--- src/rtl/pwm_ctrl_pkg.sv ---
// pwm_ctrl_pkg: shared FSM encoding, config address map and period constants for pwm_seq_ctrl
package pwm_ctrl_pkg;
  typedef enum logic [1:0] {IDLE, RUN, STOP} state_t;
  localparam logic [2:0] ADDR_PERIOD = 3'd4;
  localparam int PERIOD_RST = 100;
  localparam int PERIOD_MIN = 2;
endpackage

--- src/rtl/pwm_ramp_step.sv ---
// pwm_ramp_step: moves a duty value toward its target by at most STEP without overshoot
module pwm_ramp_step #(
  parameter int CW = 7,
  parameter int STEP = 1
) (
  input  logic [CW-1:0] act,
  input  logic [CW-1:0] tgt,
  output logic [CW-1:0] nxt
);
  // one extra bit so a STEP wider than the duty range saturates instead of truncating
  localparam logic [CW:0] S = (STEP >= 2**CW) ? (CW+1)'(2**CW) : (CW+1)'(STEP);
  logic up;
  logic [CW-1:0] diff, delta;
  always_comb begin
    up = tgt > act;
    diff = up ? tgt - act : act - tgt;
    delta = ({1'b0, diff} < S) ? diff : S[CW-1:0];
    nxt = up ? act + delta : act - delta;
  end
endmodule

--- src/rtl/pwm_seq_ctrl.sv ---
// pwm_seq_ctrl: multi-channel PWM sequencer with soft-start ramp and period-boundary config updates
module pwm_seq_ctrl #(
  parameter int N_CH = 4,
  parameter int CW = 7,
  parameter int STEP = 1,
  parameter int PERIOD_RST = pwm_ctrl_pkg::PERIOD_RST
) (
  input  logic            clk,
  input  logic            rst_n,
  input  logic            en,
  input  logic            cfg_valid,
  output logic            cfg_ready,
  input  logic [2:0]      cfg_addr,
  input  logic [CW-1:0]   cfg_data,
  output logic [N_CH-1:0] pwm_out,
  output logic            period_start,
  output logic            busy
);
  import pwm_ctrl_pkg::*;
  localparam logic [CW-1:0] PRST = CW'(PERIOD_RST);
  localparam logic [CW-1:0] PMIN = CW'(PERIOD_MIN);
  state_t state, state_nx;
  logic [CW-1:0] cntr, period_q, period_sh;
  logic [CW-1:0] duty_tgt [N_CH];
  logic [CW-1:0] duty_act [N_CH];
  logic [CW-1:0] duty_nx [N_CH];
  logic [N_CH-1:0] pwm_nx;
  logic pend;

  assign pend = (state != IDLE) && (cntr == period_q - CW'(1));
  assign cfg_ready = rst_n;
  assign busy = state != IDLE;
  assign period_start = (state == RUN) && (cntr == '0);

  always_ff @(posedge clk or negedge rst_n)
    if (!rst_n) state <= IDLE;
    else state <= state_nx;

  // STOP only leaves at a period end so a run is never cut short
  always_comb begin
    state_nx = state;
    state_nx = (state == IDLE) ? (en ? RUN : IDLE) :
               (state == RUN)  ? (en ? RUN : STOP) :
               pend            ? (en ? RUN : IDLE) : STOP;
  end

  // compare against next state so outputs drop on the very first IDLE cycle
  always_comb begin
    pwm_nx = '0;
    for (int i = 0; i < N_CH; i++) pwm_nx[i] = (state_nx != IDLE) && (cntr < duty_act[i]);
  end

  for (genvar g = 0; g < N_CH; g++) begin : g_ch
    pwm_ramp_step #(.CW(CW), .STEP(STEP)) u_step (
      .act(duty_act[g]),
      .tgt(duty_tgt[g]),
      .nxt(duty_nx[g])
    );
  end

  always_ff @(posedge clk or negedge rst_n) begin
    if (!rst_n) begin
      cntr <= '0;
      period_q <= PRST;
      period_sh <= PRST;
      pwm_out <= '0;
      for (int i = 0; i < N_CH; i++) begin
        duty_tgt[i] <= '0;
        duty_act[i] <= '0;
      end
    end else begin
      cntr <= (state == IDLE || pend) ? '0 : cntr + CW'(1);
      pwm_out <= pwm_nx;
      if (pend) period_q <= period_sh;
      if (cfg_valid && cfg_addr == ADDR_PERIOD) period_sh <= (cfg_data < PMIN) ? PMIN : cfg_data;
      for (int i = 0; i < N_CH; i++) begin
        if (cfg_valid && cfg_addr == 3'(i)) duty_tgt[i] <= cfg_data;
        if (pend) duty_act[i] <= (state_nx == IDLE) ? '0 : duty_nx[i];
      end
    end
  end
endmodule

--- config.mk ---
export PLATFORM = sky130hd
export DESIGN_NAME = pwm_seq_ctrl
export DESIGN_NICKNAME = d
export VERILOG_FILES = /design/src/rtl/pwm_ctrl_pkg.sv /design/src/rtl/pwm_ramp_step.sv /design/src/rtl/pwm_seq_ctrl.sv
export SDC_FILE = /design/constraint.sdc
export NUM_CORES = 1
export LEC_CHECK = 0
export ABC_AREA = 1
export ABC_CLOCK_PERIOD_IN_PS = 5500
export CAP_MARGIN = 10
export CORE_ASPECT_RATIO = 0.75
export CORE_MARGIN = 2
export CORE_UTILIZATION = 45
export DETAILED_ROUTE_END_ITERATION = 6
export GPL_TIMING_DRIVEN = 0
export REMOVE_ABC_BUFFERS = 1
export SLEW_MARGIN = 0
export SYNTH_ARGS = -nofsm -noshare
export SYNTH_HDL_FRONTEND = slang
export SYNTH_HIERARCHICAL = 1
export SYNTH_SLANG_ARGS = --single-unit
export TNS_END_PERCENT = 1
--- constraint.sdc ---
create_clock -name clk -period 5.5 [get_ports clk]
set_input_delay 0.825 -clock clk [delete_from_list [all_inputs] [get_ports clk]]
set_output_delay 0.825 -clock clk [all_outputs]
set_load 0.02 [all_outputs]
==> key figures, run 1 <==
CTS
  – Hold buffer count at CTS: 0
  – Clock Tree Root: clkbuf_16
  – CTS tree: yes
  – Clock Latency Late Sink: 0.34 ns
  – CTS buffer count: 9
  – Buffer depth of the longest clock path: 2
  – Clock sink count: 83
  – Clk slew on worst S/H paths: 0.07 ns
  – H-tree depth: 3
  – Post-CTS setup buffer count: 0
  – PostCTS Resize Cnt: 0

Layout
  – Multi-input combinational cell area: 5250 um^2
  – Share of cells above drive strength 1: 6.29%
  – NumNets Final: 1337
  – Synth-to-Final Area Change: 9.41%
  – # fillers: 1897
  – Storage cell area: 2080 um^2
  – Ant diodes: 0

Synth
  – Sequential area share after synthesis: 25.1%
  – Area leader, netlist: dfrtp_1
  – Mean area per synthesized cell: 6.94 um^2
  – Number of enable flip-flop cells after synthesis: 0
  – Yosys Warn Count: 6
  – Ys async rst share: 100%
  – Synth Register Bits: 83
  – Syn Std Cell Area: 8320 um^2
  – Most numerous cell in the Yosys netlist: nand2_1
  – Ranking of synthesized cells by area: dfrtp_1 23%, ha_1 16%, nand2_1 16%, inv_1 9.6%, nand3_1 4.9%
  – Synth Flop Type: dfrtp_1
  – Top cells by count, synth: 353 x nand2_1, 213 x inv_1, 107 x ha_1, 81 x nand3_1, 77 x dfrtp_1
  – Post-synth top area share: 23.2%
  – Cell variety after synth: 40
  – Mapped Cells: 1199

GRT
  – Final global-route overflow total: 0
  – First-pass GRT wire length: 34.9 mm
  – GRT Overall Usage: 22.2%
  – Initial antenna violation count: 0
  – Largest net degree at the start of global routing: 50
  – Vias in the first global route: 6814

Power and ir drop
  – VDD IR max: 0.000122 V
  – PD cells: 213 nW/um^2
  – Static Leak: 5.15 nW

STA
  – Max Fclk: 265 MHz
  – Final WS setup: 1.73 ns
  – Slew Limit Fails: 0
  – Final Cycle Share: 68.6%
  – Skew final: 0.00994 ns
  – Setup TNS: 0 ns
  – Tmin final: 3.77 ns
  – Worst slew margin: 45.7%
  – Slew @ Worst Pin: 0.812 ns
  – Final hold vios: 0
  – RSZ-0062 raised after global routing: no
  – Number of setup violations in the final report: 0

Floorplanning
  – # IOs: 21
  – Starting Density: 45.5%
  – Core area: 18300 um^2
  – Site row count: 43
  – Die height: 122 um
  – Die area: 19600 um^2
  – Horiz. Die Dim: 161 um

Outcome
  – Status: finished, final reports clean

Worst setup path
  – CP Launch Type: flop
  – Crit Path Max Fanout: 10
  – CP endpoint kind: flop
  – CP required: 5.78 ns
  – Crit path DAT: 4.05 ns
  – Crit path kind: flop to flop
  – Worst R2R Setup Slack: 1.73 ns

Place
  – Dpl ws: 1.72 ns
  – Buffers on Ports: 20
  – DP HPWL: 15.6 mm
  – Routability-driven placement congestion ratio: 0.855

Drt
  – Vias: 7338
  – WL/cell: 14.2 um
  – DRC violations left: 0
  – Post-DRT Antenna Nets: 0
  – Initial DRC count: 563
  – Drt total wl: 20.7 mm
  – Drt pass-1 iters: 5
  – Vias per cell: 5.04

Min path
  – Worst hold path class: input port to asynchronous set/reset pin

Job
  – MaxCap Viol Count: 0
worst max-delay path, cell delays in order (launching register included):
cell	delay, ns
dfrtp_1	0.47
inv_1	0.08
ha_1	0.54
nand2_4	0.09
nor2_4	0.14
nand2_1	0.09
nand3_1	0.07
nand2_1	0.05
nand2_1	0.08
nor2_1	0.06
nand2_1	0.06
nand2_1	0.05
nand2_2	0.09
inv_1	0.05
ha_1	0.18
or2_2	0.29
ha_1	0.35
a21oi_1	0.16
nand2_1	0.09
a21oi_1	0.18
nor2_1	0.06
nor2_1	0.11
xnor2_1	0.13
o2111ai_1	0.12
nand2_1	0.10
final timing paths:
check | startpoint | endpoint | cells past startpoint
hold / removal | rst_n | duty_act[22] | 1
setup / recovery | duty_act[10] | duty_act[12] | 24
setup reg to reg | duty_act[10] | duty_act[12] | 24
hold reg to reg | period_sh[6] | period_q[6] | 2
max in group asynchronous | rst_n | period_q[5] | 2
min in group clk | period_sh[6] | period_q[6] | 2
power breakdown:
part           switching [mW]  internal [mW]
Combinational           0.308          0.169
Clock                   0.263          0.493
Sequential             0.0404          0.662
Total                   0.611           1.32
flip-flops by register name, indices dropped and copies added, names as in the netlist:
| register | cells |
|---|---|
| period_q | 7 |
| period_sh | 7 |
| state | 2 |
| cntr | 7 |
| pwm_out | 4 |
| duty_tgt | 28 |
| duty_act | 28 |
cell families after synthesis:
kind of cell / Yosys count / share of synthesized area [%]
AOI/OAI and AO/OA: 146 / 10.7
xor gates and xnor gates: 35 / 3.68
adders and majority gates: 119 / 19.0
buffers and inverters: 247 / 11.9
DFF: 83 / 25.1
other: 4 / 0.180
and+or+nand+nor: 565 / 29.6
layer usage:
layer | global-route usage (%) | part of all wire (%) | wire, um
met5 | 0 | 0 | 0
met4 | 1.84 | 0.25 | 51
met3 | 3.44 | 4.4 | 901
met2 | 33.2 | 41 | 8510
met1 | 34.8 | 54 | 11200
cell type report:
| type | instances | area share [%] |
|---|---|---|
| Multi-Input combinational cell | 869 | 57.7 |
| Clock buffer | 10 | 2.52 |
| Tap cell | 247 | 3.40 |
| Clock inverter | 6 | 1.51 |
| Sequential cell | 83 | 22.9 |
| Inverter | 218 | 8.99 |
| Timing Repair Buffer | 23 | 3.02 |
layout by cell type, fill, tap and decap left out, types with 6 or more instances in the layout:
master	instances
nand4_1	28
a21oi_1	53
clkdlybuf4s50_1	18
xnor2_1	8
inv_1	213
dfstp_2	6
ha_1	107
nand3_1	81
dfrtp_1	77
o2111ai_1	28
o21ai_0	43
xor2_1	27
clkbuf_16	9
fa_1	12
nand2_1	353
nand2_2	15
nor2_1	56
nor2_2	9
through the flow:
step / instances / hold WS, ns / cell area, um^2 / total power [mW] / util [%]
2_1_floorplan: 1170 / 0.454 / 8150 / 1.05 / -
5_1_grt: 1456 / 0.478 / 9100 / 2.06 / 49.8
3_3_place_gp: 1437 / 0.467 / 8660 / 1.18 / 47.3
4_1_cts: 1455 / 0.459 / 9080 / 1.95 / 49.6
3_5_place_dp: 1439 / 0.474 / 8710 / 1.19 / 47.6
6_report: 1456 / 0.445 / 9100 / 1.94 / 49.8
(Power assumes the default switching activity.)
==> run 2, diff against run 1 <==
--- a/config.mk
+++ b/config.mk
@@ -6,7 +6,7 @@
 export NUM_CORES = 1
 export LEC_CHECK = 0
 export ABC_AREA = 1
-export ABC_CLOCK_PERIOD_IN_PS = 5500
+export ABC_CLOCK_PERIOD_IN_PS = 3900
 export CAP_MARGIN = 10
 export CORE_ASPECT_RATIO = 0.75
 export CORE_MARGIN = 2
==> constraint.sdc (replaced) <==
create_clock -name clk -period 3.9 [get_ports clk]
set_input_delay 0.585 -clock clk [delete_from_list [all_inputs] [get_ports clk]]
set_output_delay 0.585 -clock clk [all_outputs]
set_load 0.02 [all_outputs]
==> key figures, run 2 (synthesized netlist as in run 1, its figures left out) <==
Worst setup path
  – Worst R2R Setup Slack: 0.27 ns (-1.46 ns)
  – CP endpoint kind: flop
  – Worst reg2reg path depth: 23 (-4.2%)
  – Crit path kind: flop to flop
  – CP required: 4.18 ns (-1.60 ns)
  – Reg-to-reg endpoint: duty_act[5]
  – Reg2reg start: duty_act[0]
  – CP Launch Type: flop
  – Crit Path Max Fanout: 5 (-5)
  – Crit path DAT: 3.91 ns (-0.14 ns)

STA
  – Slew Limit Fails: 0 (unchanged)
  – Tmin final: 3.63 ns (-0.144 ns)
  – Skew final: 0.0112 ns (+0.00125 ns)
  – Final hold vios: 0 (unchanged)
  – Final Cycle Share: 93.1% (+24 points)
  – Fin Hold WS: 0.211 ns (-0.235 ns)
  – Number of setup violations in the final report: 0 (unchanged)
  – RSZ-0062 raised after global routing: yes
  – Slew @ Worst Pin: 0.840 ns (+0.0282 ns)
  – Worst slew margin: 43.8% (-1.9 points)
  – Setup TNS: 0 ns (unchanged)
  – Max Fclk: 275 MHz (+4.0%)

Place
  – DP HPWL: 15.6 mm (unchanged)
  – Routability-driven placement congestion ratio: 0.855 (unchanged)
  – Placed Cells: 1439 (unchanged)
  – Buffers on Ports: 20 (unchanged)

GRT
  – Final global-route overflow total: 0 (unchanged)
  – Initial antenna violation count: 0 (unchanged)
  – First-pass GRT wire length: 34.9 mm (unchanged)
  – Vias in the first global route: 6814 (unchanged)
  – GRT Overall Usage: 22.2% (unchanged)
  – Largest net degree at the start of global routing: 50 (unchanged)

Layout
  – Largest regs: duty_act: 28 flops, duty_tgt: 28 flops
  – Share of cells above drive strength 1: 9.01% (+2.7 points)
  – Finished Core Util: 50.3% (+0.57 points)
  – Commonest non-fill, non-tap cell in the layout: nand2_1
  – Ant diodes: 0 (unchanged)
  – Post-Layout Cell Count: 1457 (+0.069%)
  – NumNets Final: 1338 (+0.075%)
  – # fillers: 1885 (-0.63%)
  – Highest-count cells in the layout ignoring fill and taps: 353 x nand2_1, 212 x inv_1, 95 x ha_1
  – Synth-to-Final Area Change: 10.7%

CTS
  – H-tree depth: 3 (unchanged)
  – CTS tree: yes
  – Buffer depth of the longest clock path: 2 (unchanged)
  – Clk slew on worst S/H paths: 0.07 ns (about the same)
  – Clock Latency Late Sink: 0.34 ns (about the same)
  – Clock Tree Root: clkbuf_16
  – Hold buffer count at CTS: 0 (unchanged)
  – Clock sink count: 83 (unchanged)
  – CTS buffer count: 9 (unchanged)

Min path
  – Worst hold path class: input port to asynchronous set/reset pin

Floorplanning
  – Site row count: 43 (unchanged)
  – Core area: 18300 um^2 (unchanged)
  – Starting Density: 45.5% (unchanged)
  – # IOs: 21 (unchanged)
  – Die area: 19600 um^2 (unchanged)
  – Horiz. Die Dim: 161 um (unchanged)
  – Die height: 122 um (unchanged)

Drt
  – Initial DRC count: 510 (-9.4%)
  – Vias per cell: 5.05 (+0.27%)
  – Drt pass-1 iters: 5 (unchanged)
  – Post-DRT Antenna Nets: 0 (unchanged)
  – Vias: 7363 (+0.34%)
  – Drt total wl: 20.8 mm (+0.68%)
  – WL/cell: 14.3 um (+0.61%)
  – DRC violations left: 0 (unchanged)

Power and ir drop
  – PD cells: 299 nW/um^2 (+41%)
  – VDD IR max: 0.000173 V (+41%)
  – Static Leak: 5.12 nW (-0.46%)

Outcome
  – Status: finished, final reports clean

Job
  – MaxCap Viol Count: 0 (unchanged)
run 2: cell types whose count changed in the layout (fill, tap and decap cells not counted):
cell and delta:
nor3b_1 -1, inv_2 +1, fa_2 +6, nor3b_2 +1
dfrtp_2 +11, a21oi_1 -1, buf_4 +1, ha_2 +9
ha_1 -12, dfrtp_1 -11, inv_1 -1, fa_1 -6
a21oi_2 +1, ha_4 +3
run 2: stage by stage:
stage | cell area [um^2] | power, mW | setup slack (ns)
floorplan | 8150 | 1.49 | 0.603
global placement | 8660 | 1.67 | -1.67
detailed placement | 8710 | 1.68 | 0.119
CTS | 9080 | 2.75 | 0.0949
global route | 9210 | 2.93 | -0.00428
finish | 9210 | 2.75 | 0.270
run 2: layout make-up:
class | count | area [um^2] | area share, %
well taps | 247 | 309 | 3.36
inverters | 218 | 818 | 8.89
flip-flops and latches | 83 | 2100 | 22.8
multi-input cells | 869 | 5330 | 57.9
clock inverters | 6 | 138 | 1.49
repair buffers | 24 | 283 | 3.07
clock buffers | 10 | 229 | 2.49
run 2: per-layer routing:
layer  routed length, um  track usage (%)  up-vias  share of wire, %
met1               11400             34.8     3406                55
li1                    -                -     3830                 -
met3                 861             3.44        6               4.1
met2                8580             33.2      121                41
met4                  38             1.84        0              0.18
met5                   0                0        -                 0
run 2: critical path: stages (launching register included):
cell	delay, ns
dfrtp_2	0.45
inv_1	0.09
ha_1	0.16
inv_1	0.09
fa_2	0.39
nand3_1	0.11
nand2_1	0.06
nand2_1	0.05
nand2_1	0.09
nand3_1	0.10
nor2_1	0.05
nand2_1	0.08
a21oi_1	0.07
ha_1	0.19
or2_2	0.29
ha_1	0.35
a21oi_1	0.15
nand2_1	0.09
a21oi_1	0.16
nor2_1	0.07
nor2_1	0.11
xnor2_1	0.14
o2111ai_1	0.14
nand2_1	0.09
run 2: report_power, final:
| part | switching [mW] | internal (mW) |
|---|---|---|
| clock | 0.367 | 0.695 |
| sequential | 0.0613 | 0.934 |
| combinational | 0.438 | 0.256 |
| total | 0.867 | 1.88 |
run 2: what timing repair did:
action	4_1_cts	5_1_grt
setup buffers	0	1
endpoints found under the setup margin	0	8
gates resized for setup	0	35
run 2: worst max-delay path by stage:
| stage | from | end | depth (start not counted) |
|---|---|---|---|
| floorplan | duty_act[9] | duty_act[12] | 24 |
| global placement | rst_n | cfg_ready | 2 |
| detailed placement | duty_act[10] | duty_act[12] | 24 |
| CTS | duty_act[10] | duty_act[12] | 24 |
| global route | duty_act[9] | duty_act[12] | 24 |
| finish | duty_act[0] | duty_act[5] | 23 |
==> run 3, diff against run 2 <==
--- a/config.mk
+++ b/config.mk
@@ -10,9 +10,8 @@
 export CAP_MARGIN = 10
 export CORE_ASPECT_RATIO = 0.75
 export CORE_MARGIN = 2
-export CORE_UTILIZATION = 45
+export CORE_UTILIZATION = 40
 export DETAILED_ROUTE_END_ITERATION = 6
-export GPL_TIMING_DRIVEN = 0
 export REMOVE_ABC_BUFFERS = 1
 export SLEW_MARGIN = 0
 export SYNTH_ARGS = -nofsm -noshare
==> key figures, run 3 (synthesized netlist as in run 1, its figures left out) <==
Worst setup path
  – Crit path DAT: 3.83 ns (-0.08 ns)
  – CP Launch Type: flop
  – CP required: 4.19 ns (about the same)
  – Crit path kind: flop to flop
  – CP endpoint kind: flop
  – Worst R2R Setup Slack: 0.36 ns (+0.09 ns)
  – Crit Path Max Fanout: 12 (+7)

CTS
  – H-tree depth: 3 (unchanged)
  – Buffer depth of the longest clock path: 2 (unchanged)
  – Clock Latency Late Sink: 0.35 ns (about the same)
  – CTS buffer count: 9 (unchanged)
  – Clock Tree Root: clkbuf_16
  – CTS tree: yes
  – Clk slew on worst S/H paths: 0.07 ns (about the same)
  – Clock sink count: 83 (unchanged)
  – Hold buffer count at CTS: 0 (unchanged)

STA
  – Number of setup violations in the final report: 0 (unchanged)
  – Slew @ Worst Pin: 0.914 ns (+0.0738 ns)
  – Final hold vios: 0 (unchanged)
  – Slew Limit Fails: 0 (unchanged)
  – Tmin final: 3.54 ns (-0.0865 ns)
  – RSZ-0062 raised after global routing: no
  – Final Cycle Share: 90.9% (-2.2 points)
  – Setup TNS: 0 ns (unchanged)
  – Skew final: 0.00822 ns (-0.00298 ns)
  – Max Fclk: 282 MHz (+2.4%)
  – Worst slew margin: 38.9% (-4.9 points)

Layout
  – Ant diodes: 0 (unchanged)
  – Synth-to-Final Area Change: 10.5%
  – NumNets Final: 1351 (+0.97%)
  – Commonest non-fill, non-tap cell in the layout: nand2_1
  – Post-Layout Cell Count: 1505 (+3.3%)
  – Share of cells above drive strength 1: 8.01% (-1.0 points)
  – Highest-count cells in the layout ignoring fill and taps: 353 x nand2_1, 213 x inv_1, 103 x ha_1
  – Largest regs: duty_act: 28 flops, duty_tgt: 28 flops
  – # fillers: 2088 (+11%)

Drt
  – Drt pass-1 iters: 6 (+1)
  – WL/cell: 14.4 um (+0.75%)
  – Post-DRT Antenna Nets: 0 (unchanged)
  – Drt total wl: 21.7 mm (+4.1%)
  – Vias: 7435 (+0.98%)
  – DRC violations left: 0 (unchanged)
  – Vias per cell: 4.94 (-2.2%)
  – Initial DRC count: 782 (+53%)

GRT
  – Vias in the first global route: 6927 (+1.7%)
  – Largest net degree at the start of global routing: 58 (+16%)
  – First-pass GRT wire length: 36.0 mm (+3.0%)
  – Initial antenna violation count: 0 (unchanged)
  – Final global-route overflow total: 0 (unchanged)
  – GRT Overall Usage: 20.7% (-1.5 points)

Power and ir drop
  – Static Leak: 5.15 nW (+0.52%)
  – PD cells: 285 nW/um^2 (-4.6%)
  – VDD IR max: 0.000201 V (+16%)

Place
  – DP HPWL: 16.6 mm (+5.9%)
  – Routability-driven placement congestion ratio: 0.913 (+6.8%)
  – Buffers on Ports: 20 (unchanged)
  – Placed Cells: 1489 (+3.5%)

Min path
  – Worst hold path class: input port to asynchronous set/reset pin

Floorplanning
  – Starting Density: 40.9% (-4.5 points)
  – Horiz. Die Dim: 171 um (+5.9%)
  – Core area: 20300 um^2 (+11%)
  – Site row count: 45 (+4.7%)
  – Die area: 22000 um^2 (+12%)
  – Die height: 129 um (+5.9%)
  – # IOs: 21 (unchanged)

Job
  – MaxCap Viol Count: 0 (unchanged)

Outcome
  – Status: finished, final reports clean
[run 3: changes by cell type in the layout (fill, tap and decap cells not counted), moves of 2 or more]
cell	previous run	this run
buf_4	2	18
dfrtp_1	66	75
dfrtp_2	11	2
ha_1	95	103
ha_2	9	2
fa_1	6	10
fa_2	6	2
buf_16	3	0
bufinv_16	4	2
clkinvlp_4	0	2
[run 3: final timing paths]
path / to / cells after the start / from
max: duty_act[26] / 22 / duty_act[23]
min: period_q[0] / 1 / rst_n
max reg2reg: duty_act[26] / 22 / duty_act[23]
min reg2reg: period_q[6] / 2 / period_q[6]
max in group asynchronous: duty_act[8] / 2 / rst_n
min in group clk: period_q[6] / 2 / period_q[6]
[run 3: routing by layer]
metal  track usage, %  wire (um)  up-vias
li1                 -          -     3873
met4             3.87        263        0
met5                0          0        -
met1             31.3      11300     3358
met3             3.17       1020       17
met2             31.2       9100      187
[run 3: critical path, stage by stage (launching register included)]
cell,delay [ns]
dfrtp_1,0.36
inv_1,0.05
ha_1,0.56
nand2_2,0.09
nor2_2,0.19
nand2_1,0.09
nand3_1,0.07
nand2_1,0.05
nand2_1,0.07
nor2_2,0.05
nand2_2,0.11
a21oi_2,0.07
ha_1,0.19
or2_2,0.30
ha_1,0.35
a21oi_1,0.16
nand2_1,0.09
a21oi_1,0.14
nor2_1,0.05
nor2_1,0.10
xnor2_1,0.12
o2111ai_1,0.13
nand2_1,0.09
[run 3: layout make-up]
class                      instances  area, um^2  share of cell area (%)
timing repair buffer              37         325                    3.54
clock buffer                       9         225                    2.45
tap                              282         353                    3.84
sequential                        83        2090                    22.7
multi-input combinational        869        5280                    57.5
clock inverter                     7         101                    1.10
inverter                         218         818                    8.90
[run 3: what timing repair did]
action / in CTS / in global routing
resized for setup: 0 / 9
setup endpoints to repair: 0 / 5
buffers inserted: 0 / 0
[run 3: stage by stage]
step                util, %  instance area, um^2  power, mW  hold slack (ns)  setup slack [ns]
floorplan                 -                 8150       1.49            0.289             0.603
global placement       43.4                 8830       1.68            0.467             0.256
detailed placement     43.4                 8830       1.68            0.476             0.209
CTS                    45.0                 9160       2.63            0.155             0.193
global route           45.2                 9190       2.79            0.171            0.0179
finish                 45.2                 9190       2.62            0.146             0.357
[run 3: report_power, final]
part / internal (mW) / total [mW] / switching, mW
Clock: 0.566 / 0.940 / 0.375
Sequential: 0.934 / 1.00 / 0.0671
Combinational: 0.243 / 0.679 / 0.436
